--- config.mk ---
export PLATFORM = sky130hd
export DESIGN_NAME = sensor_input_conditioner
export DESIGN_NICKNAME = d
export VERILOG_FILES = /design/src/rtl/alarm_pkg.sv /design/src/rtl/debounce_channel.sv /design/src/rtl/sensor_input_conditioner.sv
export SDC_FILE = /design/constraint.sdc
export NUM_CORES = 1
export LEC_CHECK = 0
export ABC_CLOCK_PERIOD_IN_PS = 1600
export CAP_MARGIN = 5
export CORE_ASPECT_RATIO = 1.75
export CORE_MARGIN = 2
export CORE_UTILIZATION = 50
export DETAILED_ROUTE_END_ITERATION = 16
export DONT_BUFFER_PORTS = 1
export PLACE_DENSITY = 0.65
export SYNTH_ARGS = -nofsm -noshare
export SYNTH_HDL_FRONTEND = slang
export SYNTH_SLANG_ARGS = --single-unit
--- constraint.sdc ---
create_clock -name clock -period 1.6 [get_ports clock]
set_input_delay 0.08 -clock clock [delete_from_list [all_inputs] [get_ports clock]]
set_output_delay 0.08 -clock clock [all_outputs]
set_load 0.1 [all_outputs]
--- src/rtl/alarm_pkg.sv ---
// Shared definitions for the anti-theft alarm front end: channel indices and
// the helper that sizes the per-channel debounce counter.
package alarm_pkg;

    localparam int NUM_CHANNELS = 5;

    localparam int CH_IGNITION  = 0;
    localparam int CH_BRAKE     = 1;
    localparam int CH_HIDDEN    = 2;
    localparam int CH_DRIVER    = 3;
    localparam int CH_PASSENGER = 4;

    typedef logic [NUM_CHANNELS-1:0] chan_vec_t;

    // Wide enough to hold DEBOUNCE_CYCLES itself, even though the count stops one short.
    function automatic int count_width(input int cycles);
        return $clog2(cycles + 1);
    endfunction

endpackage

--- src/rtl/debounce_channel.sv ---
// One switch channel: 2-FF synchronizer followed by a hold-time debouncer that
// emits single-cycle rise/fall pulses when a new level is accepted.
module debounce_channel
    import alarm_pkg::*;
#(
    parameter int   DEBOUNCE_CYCLES = 16,
    parameter logic RESET_LEVEL     = 1'b0
) (
    input  logic clock,
    input  logic systemReset,
    input  logic rawIn,
    output logic level,
    output logic rise,
    output logic fall
);

    localparam int            CW   = count_width(DEBOUNCE_CYCLES);
    localparam logic [CW-1:0] LAST = CW'(DEBOUNCE_CYCLES - 1);
    localparam logic [CW-1:0] ONE  = CW'(1);

    logic          sync_a_q, sync_a_d;
    logic          sync_b_q, sync_b_d;
    logic          level_q,  level_d;
    logic [CW-1:0] count_q,  count_d;
    logic          rise_q,   rise_d;
    logic          fall_q,   fall_d;

    // Next-state: synchronizer shift, counter advance/clear, level acceptance.
    always_comb begin
        sync_a_d = rawIn;
        sync_b_d = sync_a_q;
        level_d  = level_q;
        count_d  = '0;
        rise_d   = 1'b0;
        fall_d   = 1'b0;
        if (sync_b_q != level_q) begin
            if (count_q == LAST) begin
                level_d = sync_b_q;
                rise_d  = sync_b_q;
                fall_d  = ~sync_b_q;
            end else begin
                count_d = count_q + ONE;
            end
        end else begin
            count_d = '0;
        end
    end

    // State register; reset drops any partial count so no pulse can escape.
    always_ff @(posedge clock) begin
        if (systemReset) begin
            sync_a_q <= RESET_LEVEL;
            sync_b_q <= RESET_LEVEL;
            level_q  <= RESET_LEVEL;
            count_q  <= '0;
            rise_q   <= 1'b0;
            fall_q   <= 1'b0;
        end else begin
            sync_a_q <= sync_a_d;
            sync_b_q <= sync_b_d;
            level_q  <= level_d;
            count_q  <= count_d;
            rise_q   <= rise_d;
            fall_q   <= fall_d;
        end
    end

    assign level = level_q;
    assign rise  = rise_q;
    assign fall  = fall_q;

endmodule

--- src/rtl/sensor_input_conditioner.sv ---
// Conditions the five raw vehicle switches into clean levels and edge pulses
// for the alarm FSM.
module sensor_input_conditioner
    import alarm_pkg::*;
#(
    parameter int        DEBOUNCE_CYCLES = 16,
    parameter chan_vec_t RESET_LEVELS    = 5'b11000
) (
    input  logic                    clock,
    input  logic                    systemReset,
    input  logic                    ignitionRaw,
    input  logic                    brakeRaw,
    input  logic                    hiddenRaw,
    input  logic                    driverRaw,
    input  logic                    passengerRaw,
    output logic [NUM_CHANNELS-1:0] cleanLevel,
    output logic [NUM_CHANNELS-1:0] risePulse,
    output logic [NUM_CHANNELS-1:0] fallPulse,
    output logic                    anyDoorEvent
);

    chan_vec_t raw_s;
    chan_vec_t level_s;
    chan_vec_t rise_s;
    chan_vec_t fall_s;

    assign raw_s[CH_IGNITION]  = ignitionRaw;
    assign raw_s[CH_BRAKE]     = brakeRaw;
    assign raw_s[CH_HIDDEN]    = hiddenRaw;
    assign raw_s[CH_DRIVER]    = driverRaw;
    assign raw_s[CH_PASSENGER] = passengerRaw;

    for (genvar g = 0; g < NUM_CHANNELS; g++) begin : g_ch
        debounce_channel #(
            .DEBOUNCE_CYCLES (DEBOUNCE_CYCLES),
            .RESET_LEVEL     (RESET_LEVELS[g])
        ) u_ch (
            .clock       (clock),
            .systemReset (systemReset),
            .rawIn       (raw_s[g]),
            .level       (level_s[g]),
            .rise        (rise_s[g]),
            .fall        (fall_s[g])
        );
    end

    assign cleanLevel = level_s;
    assign risePulse  = rise_s;
    assign fallPulse  = fall_s;

    // Built from the pulse flops directly, so it lines up with the pulses.
    assign anyDoorEvent = rise_s[CH_DRIVER] | rise_s[CH_PASSENGER]
                        | fall_s[CH_DRIVER] | fall_s[CH_PASSENGER];

endmodule

---- Word level (Yosys, flattened, before mapping) ----
Index checks and enable logic that the tools add are counted.
operators by class
  bitwise logic cells ..................... 18
  equal/unequal tests ..................... 10
  add/subtract/negate cells ............... 5
  reductions and logical operators ........ 15
operators with widths
  operator                                        count
  OR reduction 3 bit                              10
  adder 5 x 1 -> 5 bit (second input constant)    5
  == test 5 x 4 -> 1 bit (second input constant)  5
  NOT 1 bit                                       15
  AND reduction 2 bit                             5
  != test 1 bit                                   5
  bitwise OR 1 bit                                3
storage, ports and cells
  bits of input ports ..................... 7
  output and inout port bits .............. 16
  word-level logic and storage cells ...... 78
  register bits ........................... 50

---- Logic depth before layout (Yosys ltp) ----
  depth after elaboration ................. 3
  mapped depth ............................ 5
  depth with buffers taken out ............ 5

---- Hierarchy ----
Synthesis repeated with hierarchy kept, for this count alone.
unflattened totals
  cells, all modules ...................... 156
  area, all modules ....................... 1770.4 um2
modules (own cells, without submodules)
  module                                instances  seq. area each (um2)  area each (um2)  cells each
  debounce_channel at g_ch[0].u_ch ...  3          200.2                 351.6            31
  debounce_channel at g_ch[3].u_ch ...  2          200.2                 354.1            31
  sensor_input_conditioner              1          0.0                   7.5              1

---- Worst setup path after synthesis ----
No wires, ideal clock.
  kind .................................... reg2reg
  from .................................... register g_ch[4].u_ch.count_q[0]
  to ...................................... register g_ch[4].u_ch.count_q[2]
  setup slack ............................. 0.143 ns
  clock period less this slack ............ 1.457 ns
  cell stages (with the launch flop) ...... 6
  buffers on the path ..................... 0
  library setup time ...................... 0.064 ns
  required time ........................... 1.536 ns
  data arrival time ....................... 1.393 ns
  cell sequence ........................... dfxtp_1 > ha_1 > and3_1 > ha_1 > or3_4 > nor2_1
on the way
  longest elaborated chain between the ends .. 2
  elaborated cells between the ends (all ways) .. 3
  those cells by class .................... add/sub (1); eq/ne (1); reduce/logical (1)
RTL lines
  what                                                          RTL line                source
  start, declared                                               debounce_channel.sv:24  logic [CW-1:0] count_q, count_d;
  start signal, assigned                                        debounce_channel.sv:62  count_q <= count_d;
  branches (longest 2 deep; another with adder 5 x 1 -> 5 bit)  -
Several ways; the timed one is not identified.
A chain may end at the register's enable or synchronous reset.

---- Worst setup path in the final report ----
  from .................................... register g_ch[0].u_ch.count_q[0]
  to ...................................... register g_ch[0].u_ch.count_q[2]
on the way
  longest elaborated chain between the ends .. 2
  elaborated cells between the ends (all ways) .. 3
  those cells by class .................... add/sub (1); eq/ne (1); reduce/logical (1)
RTL lines
  what                                                          RTL line
  start, declared                                               debounce_channel.sv:24
  start signal, assigned                                        debounce_channel.sv:62
  branches (longest 2 deep; another with adder 5 x 1 -> 5 bit)  -
Several ways; the timed one is not identified.

==> summary.txt <==
Synth
  • FF+latch count, synth: 50
  • Post-synth EDFFs: 0
  • Simple-gate portion of the synthesized area: 22.5%
  • Complex-gate fraction of the synthesized area: less than 1%
  • Post-synthesis xor/xnor area fraction: 6.94%
  • Post-Synth Adder-Cell Area: 6.61%
  • Largest family of logic cells by synthesized area: simple AND/OR/NAND/NOR gates
  • Avg Inst Size Synth: between 10 and 15 um^2
  • Yosys top cell area share: a little over half
  • Syn. warnings: 0
  • Post-synthesis mux area share: roughly 1.6%
  • Unique masters post-synth: 18
  • Syn Inst Count: 174
  • Dominant cells by area after synthesis: dfxtp_1 53%, and4bb_2 6.6%, ha_1 6.6%, buf_4 5.9%, nor2_1 5.6%
  • Post-Syn Area: 1890 um^2
  • Register area share after synthesis: 52.9%
  • Syn nets: 191
  • Top cell type by total area after synthesis: dfxtp_1
  • Synth async-reset ratio: 0%
  • Prevailing post-synth register cell: dfxtp_1

Worst hold path
  • Worst Hold Class: input port to flip-flop
  • Hold Path Depth: 1
  • Worst hold path startpoint: systemReset
  • Hold EP: g_ch[1].u_ch.rise$_SDFF_PP0_

Global route
  • First-pass GRT wire length: 4420 um
  • Largest net degree at the start of global routing: 21
  • Initial antenna violation count: 0
  • Gr ovfl total: 0
  • GR Util All Layers: a little over an eighth
  • Vias in the first global route: 1102

Setup path
  • Worst path cell trace: ha_1 > and3_1 > ha_2 > or3_4 > nor2_2
  • Crit path max-delay cell type: or3_4
  • Highest cell delay on the worst timing path: about 0.42 ns
  • Crit Reg-Reg Startpoint: g_ch[0].u_ch.count_q[0]$_SDFF_PP0_
  • Reg2reg setup slack: 0.07 ns
  • Worst path bufs/invs: 0
  • Critical Path End Type: flip-flop
  • CP Max Fanout: 5
  • Crit path from: g_ch[0].u_ch.count_q[0]$_SDFF_PP0_
  • Reg2Reg Depth: 5
  • Worst path top cell family by delay: simple AND/OR/NAND/NOR gates
  • Crit Path Category: flip-flop to flip-flop
  • Worst reg2reg path endpoint: g_ch[0].u_ch.count_q[2]$_SDFF_PP0_
  • Required time of the critical path: around 1.8 ns
  • CP Launch Type: flip-flop
  • Arrival @ worst endpoint: 1.76 ns

Clock network
  • Worst skew pair latency: just under 0.3 ns
  • CTS sink count: 50
  • CTS tree: yes
  • H-tree Lvls: 2
  • Root buffer cell: clkbuf_8
  • Post-CTS Setup Repair Bufs: 0
  • Reg clk slew, reported paths: 0.08 ns
  • Max Root-Sink Buffers: 2
  • Cts bufs inserted: 5

Floorplan
  • Row count: 29
  • CORE AREA: 3630 um^2
  • Vert. Die Dim: 85.4 um
  • I/O pins: 23
  • Initial Util: 52.2%
  • Die area: 4310 um^2
  • Die Span X: 50.5 um

Power
  • Pwr Density: 934 nW/um^2
  • Power Total: 0.00197 W
  • Worst VDD drop: between 1 and 1.5 mV
  • Leakage power: slightly above 0.8 nW

Run status
  • Status: finished, final reports clean

Routing
  • DR WL/cell: 11.7 um
  • Vias per cell: 4.75
  • Initial DRC count: 6
  • DRC viols: 0
  • WL final: 2710 um
  • Pre-Repair DR Iteration Count: 3
  • Vias: between 1000 and 1500
  • ANT nets after route: 0

Timing
  • Minimum clock period: 1.53 ns
  • PnR worst setup slack: ~0.068 ns
  • Final hold vios: 0
  • Rel. slew slack: around half
  • Period utilization: a little over nine tenths
  • F_max: 653 MHz
  • Max Slew Vio Count: 0
  • Setup Viol. Count Final: 0
  • Layout Skew: 0.00324 ns
  • Worst slew pin tran: approximately 0.74 ns

Placement
  • HPWL after DPL: between 1500 and 2000 um
  • Pre-CTS setup slack: 0.0294 ns
  • Placed Cells: 218
  • RD Place Congestion: 0.645
  • Port bufs: 0

Layout
  • Synth-to-Final Area Change: 11.4%
  • Commonest non-fill, non-tap cell in the layout: dfxtp_1
  • Nets: 202
  • N_diodes: 0
  • Util after Layout: 58.1%
  • Layout Cells excl Fill: 231
  • Most frequent cells in the layout: 50 x dfxtp_1, 27 x nor2_1, 15 x buf_4
  • Fraction of final layout cells sized beyond drive strength 1: 24.9%

Flow run
  • Max-cap viol count: 0
[per-stage QoR]
| stage | hold slack [ns] | cell area [um^2] | setup TNS (ns) |
|---|---|---|---|
| after floorplan | 0.184 | 1890 | 0 |
| after global placement | 0.154 | 1960 | 0 |
| after detailed placement | 0.157 | 1960 | 0 |
| after CTS | 0.0328 | 2090 | 0 |
| after global routing | 0.0293 | 2110 | -0.000613 |
| final | 0.0457 | 2110 | 0 |
[how the worst max path moves through the flow]
stage          slack, ns  cells past startpoint                                 end
2_1_floorplan       0.14                      5  g_ch[4].u_ch.count_q[2]$_SDFF_PP0_
3_5_place_dp        0.03                      5  g_ch[0].u_ch.count_q[2]$_SDFF_PP0_
4_1_cts             0.01                      5  g_ch[0].u_ch.count_q[2]$_SDFF_PP0_
5_1_grt          -0.0006                      5  g_ch[2].u_ch.count_q[3]$_SDFF_PP0_
6_report            0.07                      5  g_ch[0].u_ch.count_q[2]$_SDFF_PP0_
3_3_place_gp        0.09                      5  g_ch[0].u_ch.count_q[2]$_SDFF_PP0_
[sequential cells by signal, indices dropped and copies added, names as in the netlist]
signal              flops
g_ch.u_ch.sync_b_q      5
g_ch.u_ch.fall          5
g_ch.u_ch.count_q      25
g_ch.u_ch.level         5
g_ch.u_ch.sync_a_q      5
g_ch.u_ch.rise          5
[repair_timing]
| item | 4_1_cts | 5_1_grt |
|---|---|---|
| gates resized for setup | 0 | 6 |
| hold endpoints to repair | 39 | 0 |
| endpoints found under the setup margin | 0 | 15 |
| hold buffers | 6 | 0 |
[logic make-up (layout without fill, tap and decap cells)]
kind of cell / count (synthesis) / count (layout)
AND/OR/NAND/NOR: 66 / 66
buffers and inverters: 28 / 39
flip-flops: 50 / 50
multiplexers: 3 / 3
adder cells (fa/ha/maj): 10 / 10
AO/OA/AOI/OAI: 2 / 2
XOR/XNOR: 15 / 15
[cell usage after synthesis (3+ instances only)]
library cell  instances
buf_4                15
or3_4                 5
ha_1                 10
nand3_1               5
dfxtp_1              50
or2_2                 4
nor2b_1               8
xnor2_1              10
mux2i_1               3
nor2_1               28
and3_1                5
and4bb_2             10
inv_1                10
xor2_1                5
[area by class of cell]
class                      instances  area [um^2]
fill                             317         1520
sequential                        50         1000
timing repair buffer              22          193
tap                               46         57.6
multi-input combinational         96          744
inverter                          10         37.5
clock buffer                       7         76.3
[routing by layer]
metal | vias up | routed length (um) | global-route usage, %
met5 | - | 0 | 0
met4 | 0 | 59 | 6.63
met3 | 5 | 101 | 4.05
met2 | 16 | 1420 | 24.9
met1 | 504 | 1130 | 13.4
li1 | 573 | - | -
[where the power goes]
| part | leakage (nW) | internal [W] | switching [W] | total (W) |
|---|---|---|---|---|
| Combinational | 0.386 | 0.0000296 | 0.0000193 | 0.0000489 |
| Clock | 0.0383 | 0.000301 | 0.000353 | 0.000654 |
| Sequential | 0.405 | 0.00126 | 0.00000946 | 0.00127 |
| Total | 0.830 | 0.00159 | 0.000382 | 0.00197 |
Power figures use the tool's default switching activity.
